===== src/rtl/sec_display3_pkg.sv =====
// Shared types and constants for the sec_display3 M:SS stopwatch.
package sec_disp_pkg;

  localparam int unsigned SEG_W  = 7;
  localparam int unsigned BCD_W  = 4;
  localparam int unsigned SCAN_W = 3;
  localparam int unsigned DIG_N  = 3;

  typedef enum logic [1:0] {
    IDLE  = 2'd0,
    RUN   = 2'd1,
    PAUSE = 2'd2
  } state_t;

  // Segment patterns, bit order {g,f,e,d,c,b,a}, active-high
  localparam logic [SEG_W-1:0] SEG_0     = 7'h3F;
  localparam logic [SEG_W-1:0] SEG_1     = 7'h06;
  localparam logic [SEG_W-1:0] SEG_2     = 7'h5B;
  localparam logic [SEG_W-1:0] SEG_3     = 7'h4F;
  localparam logic [SEG_W-1:0] SEG_4     = 7'h66;
  localparam logic [SEG_W-1:0] SEG_5     = 7'h6D;
  localparam logic [SEG_W-1:0] SEG_6     = 7'h7D;
  localparam logic [SEG_W-1:0] SEG_7     = 7'h07;
  localparam logic [SEG_W-1:0] SEG_8     = 7'h7F;
  localparam logic [SEG_W-1:0] SEG_9     = 7'h6F;
  localparam logic [SEG_W-1:0] SEG_BLANK = 7'h00;

  // Scan slot assignment
  localparam logic [SCAN_W-1:0] DIG_SU = 3'd0;
  localparam logic [SCAN_W-1:0] DIG_ST = 3'd1;
  localparam logic [SCAN_W-1:0] DIG_MN = 3'd2;

  // BCD increment that wraps to 0 after max_v
  function automatic logic [BCD_W-1:0] bcd_inc(input logic [BCD_W-1:0] v,
                                               input logic [BCD_W-1:0] max_v);
    return (v >= max_v) ? BCD_W'(0) : BCD_W'(v + BCD_W'(1));
  endfunction

endpackage


===== src/rtl/sec_display3_seg7_dec.sv =====
// Combinational BCD to 7-segment decoder; codes 10..15 decode to blank.
module seg7_dec
  import sec_disp_pkg::*;
(
  input  logic [BCD_W-1:0] bcd,
  output logic [SEG_W-1:0] seg_c
);

  // Pattern lookup
  always_comb begin
    seg_c = SEG_BLANK;
    case (bcd)
      4'd0:    seg_c = SEG_0;
      4'd1:    seg_c = SEG_1;
      4'd2:    seg_c = SEG_2;
      4'd3:    seg_c = SEG_3;
      4'd4:    seg_c = SEG_4;
      4'd5:    seg_c = SEG_5;
      4'd6:    seg_c = SEG_6;
      4'd7:    seg_c = SEG_7;
      4'd8:    seg_c = SEG_8;
      4'd9:    seg_c = SEG_9;
      default: seg_c = SEG_BLANK;
    endcase
  end

endmodule


===== src/rtl/sec_display3.sv =====
// Three-digit M:SS stopwatch with scanned 7-segment output.
// Optional macro SEC_DISPLAY3_DP_EN adds a blinking separator output dp
// on the minutes digit while running.
module sec_display3
  import sec_disp_pkg::*;
#(
  parameter int unsigned TICK_DIV = 1000
) (
  input  logic              clk,
  input  logic              rst,
  input  logic              btn_run,
  input  logic              btn_clr,
  input  logic [SCAN_W-1:0] scan,
  output logic [SEG_W-1:0]  seg,
  output logic [DIG_N-1:0]  dig_en,
  output logic              clr_scan,
  output logic              ovf
`ifdef SEC_DISPLAY3_DP_EN
  ,
  output logic              dp
`endif
);

  localparam int unsigned      PRE_W   = $clog2(TICK_DIV);
  localparam logic [PRE_W-1:0] PRE_MAX = PRE_W'(TICK_DIV - 1);

  state_t           state;
  logic [PRE_W-1:0] presc;
  logic [BCD_W-1:0] su;
  logic [BCD_W-1:0] st;
  logic [BCD_W-1:0] mn;
  logic             btn_run_q;
  logic             btn_clr_q;
  logic             run_edge;
  logic             clr_edge;
  logic             tick;
  logic [BCD_W-1:0] digit_c;
  logic [DIG_N-1:0] dig_en_c;
  logic [SEG_W-1:0] seg_c;

  assign run_edge = btn_run & ~btn_run_q;
  assign clr_edge = btn_clr & ~btn_clr_q;
  assign tick     = (state == RUN) && (presc == PRE_MAX);

  // Button history for rising-edge detection
  always_ff @(posedge clk or posedge rst) begin
    if (rst) begin
      btn_run_q <= 1'b0;
      btn_clr_q <= 1'b0;
    end else begin
      btn_run_q <= btn_run;
      btn_clr_q <= btn_clr;
    end
  end

  // Run/pause FSM; clear wins over a simultaneous run edge
  always_ff @(posedge clk or posedge rst) begin
    if (rst) begin
      state    <= IDLE;
      clr_scan <= 1'b0;
    end else begin
      clr_scan <= clr_edge;
      if (clr_edge) begin
        state <= IDLE;
      end else if (run_edge) begin
        case (state)
          IDLE:    state <= RUN;
          RUN:     state <= PAUSE;
          PAUSE:   state <= RUN;
          default: state <= IDLE;
        endcase
      end
    end
  end

  // Prescaler and BCD time digits with sticky wrap flag
  always_ff @(posedge clk or posedge rst) begin
    if (rst) begin
      presc <= '0;
      su    <= '0;
      st    <= '0;
      mn    <= '0;
      ovf   <= 1'b0;
    end else if (clr_edge) begin
      presc <= '0;
      su    <= '0;
      st    <= '0;
      mn    <= '0;
      ovf   <= 1'b0;
    end else begin
      case (state)
        RUN:     presc <= tick ? '0 : PRE_W'(presc + PRE_W'(1));
        PAUSE:   presc <= presc;
        default: presc <= '0;
      endcase
      if (tick) begin
        su <= bcd_inc(su, 4'd9);
        if (su == 4'd9) begin
          st <= bcd_inc(st, 4'd5);
          if (st == 4'd5) begin
            mn <= bcd_inc(mn, 4'd9);
            if (mn == 4'd9) ovf <= 1'b1;
          end
        end
      end
    end
  end

  // Digit select from scan slot; out-of-range slots feed a blank code
  always_comb begin
    digit_c  = 4'hF;
    dig_en_c = 3'b000;
    case (scan)
      DIG_SU: begin digit_c = su; dig_en_c = 3'b001; end
      DIG_ST: begin digit_c = st; dig_en_c = 3'b010; end
      DIG_MN: begin digit_c = mn; dig_en_c = 3'b100; end
      default: begin digit_c = 4'hF; dig_en_c = 3'b000; end
    endcase
  end

  seg7_dec u_dec (
    .bcd   (digit_c),
    .seg_c (seg_c)
  );

  // Registered display outputs
  always_ff @(posedge clk or posedge rst) begin
    if (rst) begin
      seg    <= SEG_BLANK;
      dig_en <= 3'b000;
    end else begin
      seg    <= seg_c;
      dig_en <= dig_en_c;
    end
  end

`ifdef SEC_DISPLAY3_DP_EN
  // Separator lit for the first half of each second on the minutes slot
  always_ff @(posedge clk or posedge rst) begin
    if (rst) begin
      dp <= 1'b0;
    end else begin
      dp <= (scan == DIG_MN) && (state == RUN) && (presc < PRE_W'(TICK_DIV / 2));
    end
  end
`endif

endmodule

===== config.mk =====
export PLATFORM = sky130hd
export DESIGN_NAME = sec_display3
export DESIGN_NICKNAME = d
export VERILOG_FILES = /design/src/rtl/sec_display3_pkg.sv /design/src/rtl/sec_display3_seg7_dec.sv /design/src/rtl/sec_display3.sv
export SDC_FILE = /design/constraint.sdc
export NUM_CORES = 1
export LEC_CHECK = 0
export CORE_ASPECT_RATIO = 0.75
export CORE_MARGIN = 10
export CORE_UTILIZATION = 54
export CTS_CLUSTER_SIZE = 10
export DETAILED_ROUTE_END_ITERATION = 6
export DONT_BUFFER_PORTS = 1
export PLACE_DENSITY = 0.73
export SLEW_MARGIN = 10
export SYNTH_ARGS = -nofsm -noshare
export SYNTH_HDL_FRONTEND = slang
export SYNTH_SLANG_ARGS = --single-unit

===== constraint.sdc =====
create_clock -name clk -period 3.5 [get_ports clk]
set_clock_uncertainty 0.2 [all_clocks]
set_input_delay 0.7 -clock clk [delete_from_list [all_inputs] [get_ports clk]]
set_output_delay 0.7 -clock clk [all_outputs]
set_load 0.02 [all_outputs]

==> reports/qor.txt <==
Status - finished clean
CP Capture Type - register
CTS tree - yes
Register bit total from synthesis - 38
Final instance area - 0.00235 mm²
WP data required - 3.51 ns
Asr flop ratio synth - 100%
Pin count of the biggest net entering global routing - 39
DP HPWL - 3.22 mm
DRC Markers - 0
Internal Power - 661 µW
Final setup viols - 0
Ant diodes - 0
Commonest non-fill, non-tap cell in the layout - dfrtp_1
Drt total wl - 4.58 mm
Leakage - 1.08 nW
First-pass GRT wire length - 7.71 mm
Largest family of logic cells by synthesized area - simple AND/OR/NAND/NOR gates
Most frequent cells in the layout - 38 x dfrtp_1, 17 x inv_1, 17 x nand2_1
Vias per Instance - 5.80
CTS Sinks - 38
NetSw - 248 µW
Arrival time at the worst endpoint - 2.49 ns
Die Y - 75.4 µm
Setup WS pre-CTS - 0.900 ns
Die X - 93.9 µm
IO Port Bufs - 0
Unrepaired setup endpoints after global routing - no
Initial antenna violation count - 0
Period utilisation layout - 70.7%
P per Cell Area - 387 mW/mm²
Peak supply drop - 207 µV
Net Sw Frac - 27.2%
Syn avg cell area - 10.2 µm²
Slew HR - 41.8%
Synth Area in Adders - 9.06%
Mapped Area - 0.00221 mm²
Critical path fanouts, max - 5
Worst-skew pair later-pin latency - 0.29 ns
F_max - 404 MHz
H-tree depth - 2
Placed inst area - 0.00226 mm²
Synth Area in Simple Gates - 19.9%
Final nets - 241
DR vias - 1589
Measured slew at the worst slew-check pin - 0.859 ns
Xor/xnor cell area share of the yosys netlist - 1.59%
First drt pass iteration count - 4
Setup bufs post-CTS - 0
Core region area - 0.00400 mm²
Ys flop type - dfrtp_1
Total CTS buffers - 5
Max cap viols - 0
Syn Inst Count - 216
Hold Vio Cnt, Final - 0
Hold WC Path Type - in -> async
Yosys cell types - 50
Compound-gate portion of the synthesized area - 14.4%
FP Rows - 20
Detailed-route wire length per cell - 16.7 µm
Max clock buf depth - 2
Share of power burned in registers - 53.7%
Setup_tns - 0 ns
Share of layout cells above drive strength 1 - 11.0%
Final global-route overflow total - 0
Mux contribution to synthesized area - 7.42%
CP Launch Type - register
Clk pin slew, worst setup/hold paths - 0.07 ns
# hold bufs at CTS - 0
Clock power frac - 34.3%
Sequential area share after synthesis - 43.0%
Filler Cell Count - 366
Post-synth EDFFs - 0
Combinational share of power - 12.0%
Vias in the first global route - 1557
Final worst slack - 1.02 ns
Crit path kind - reg -> reg
Core Util, Final - 58.7%
Synthesis-to-finish area growth - 6.29%
Initial drt markers - 95
Clk root buf - clkbuf_8
Synth warnings - 0
Initial Utilization - 55.2%
Number of I/O pins - 19
GP Congestion - 0.817
Antenna Nets Post-Route - 0
Time the worst path needs with I/O delays and setup - 2.48 ns
Fin. max-slew vios - 0
All-Layer GR Usage - 13.9%
Die ar. - 0.00708 mm²
Synthesized Nets - 239
Post_cts resized - 0
## worst max-delay path: stages, from the launching register on
cell      delay (ns)
dfrtp_1         0.40
ha_1            0.21
nand3b_1        0.17
nor4_1          0.71
and4b_1         0.47
mux2i_1         0.23
## cell usage after synthesis (2+ instances only)
cell | instances | area, µm²
a211oi_1 | 4 | 30.0
a21oi_1 | 6 | 30.0
a31oi_1 | 2 | 12.5
a32o_1 | 2 | 20.0
and3_1 | 3 | 18.8
clkbuf_1 | 4 | 15.0
clkbuf_2 | 2 | 10.0
dfrtp_1 | 38 | 951
ha_1 | 16 | 200
inv_1 | 17 | 63.8
mux2_2 | 3 | 33.8
mux2i_1 | 13 | 130
nand2_1 | 17 | 63.8
nand2b_1 | 5 | 31.3
nand3_1 | 8 | 40.0
nand3b_1 | 3 | 22.5
nor2_1 | 12 | 45.0
nor2b_1 | 2 | 12.5
nor3b_1 | 4 | 30.0
nor4b_1 | 2 | 17.5
o211ai_1 | 2 | 15.0
o21ai_0 | 9 | 45.0
o22ai_1 | 8 | 50.1
o32ai_1 | 2 | 17.5
or2_2 | 3 | 18.8
or3b_2 | 2 | 17.5
or4_1 | 2 | 15.0
xnor2_1 | 2 | 17.5
xor2_1 | 2 | 17.5
## area by class of cell
class | count | area (µm²) | share of cell area (%)
clock buffers | 7 | 86.3 | 3.68
clock inverters | 1 | 5.00 | 0.213
inverters | 17 | 63.8 | 2.72
flip-flops and latches | 38 | 951 | 40.5
well taps | 55 | 68.8 | 2.93
multi-input cells | 154 | 1160 | 49.3
repair buffers | 2 | 15.0 | 0.639
## registers in the layout, summed over array words and instances, names as in the netlist
register / count
presc: 10
seg: 7
mn: 4
st: 4
su: 4
dig_en: 3
state: 2
btn_clr_q: 1
btn_run_q: 1
clr_scan: 1
ovf: 1
## stage by stage
step / std cells / total power [mW] / hold slack (ns)
final: 274 / 0.908 / 0.207
after global routing: 274 / 0.954 / 0.211
after CTS: 274 / 0.919 / 0.222
after detailed placement: 266 / 0.605 / 0.319
after global placement: 266 / 0.602 / 0.307
after floorplan: 216 / 0.580 / 0.282
## logic make-up (layout without fill, tap and decap cells)
logic type,Yosys count,in the layout
AOI/OAI and AO/OA,46,46
xor gates and xnor gates,4,4
DFF,38,38
buffers and inverters,24,27
adders and majority gates,16,16
muxes,16,16
and+or+nand+nor,72,72
## final timing paths
check / from / depth (start not counted) / slack [ns] / to
max: presc[0] / 5 / 1.02 / mn[3]
min: rst / 2 / 0.21 / presc[8]
max reg2reg: presc[0] / 5 / 1.02 / mn[3]
min reg2reg: presc[8] / 1 / 0.33 / presc[8]
max in group asynchronous: rst / 2 / 2.57 / seg[3]
min in group clk: btn_run / 0 / 0.23 / btn_run_q
## layer usage
layer  vias up  GRT usage, %  share of wire (%)
met5         -             0                  0
met4         0          5.71                1.7
met3        13          4.72                5.4
met2        35          20.8                 44
met1       763          18.0                 49
li1        778             -                  -
## power by group through the flow
| stage | logic, mW | registers (mW) | clock network, mW |
|---|---|---|---|
| final | 0.109 | 0.488 | 0.312 |
| after global routing | 0.124 | 0.491 | 0.339 |
| after CTS | 0.109 | 0.488 | 0.321 |
| after detailed placement | 0.109 | 0.497 | 0 |
| after global placement | 0.106 | 0.496 | 0 |
| after floorplan | 0.0887 | 0.492 | 0 |
No activity file was read; power rests on OpenSTA's default activity.
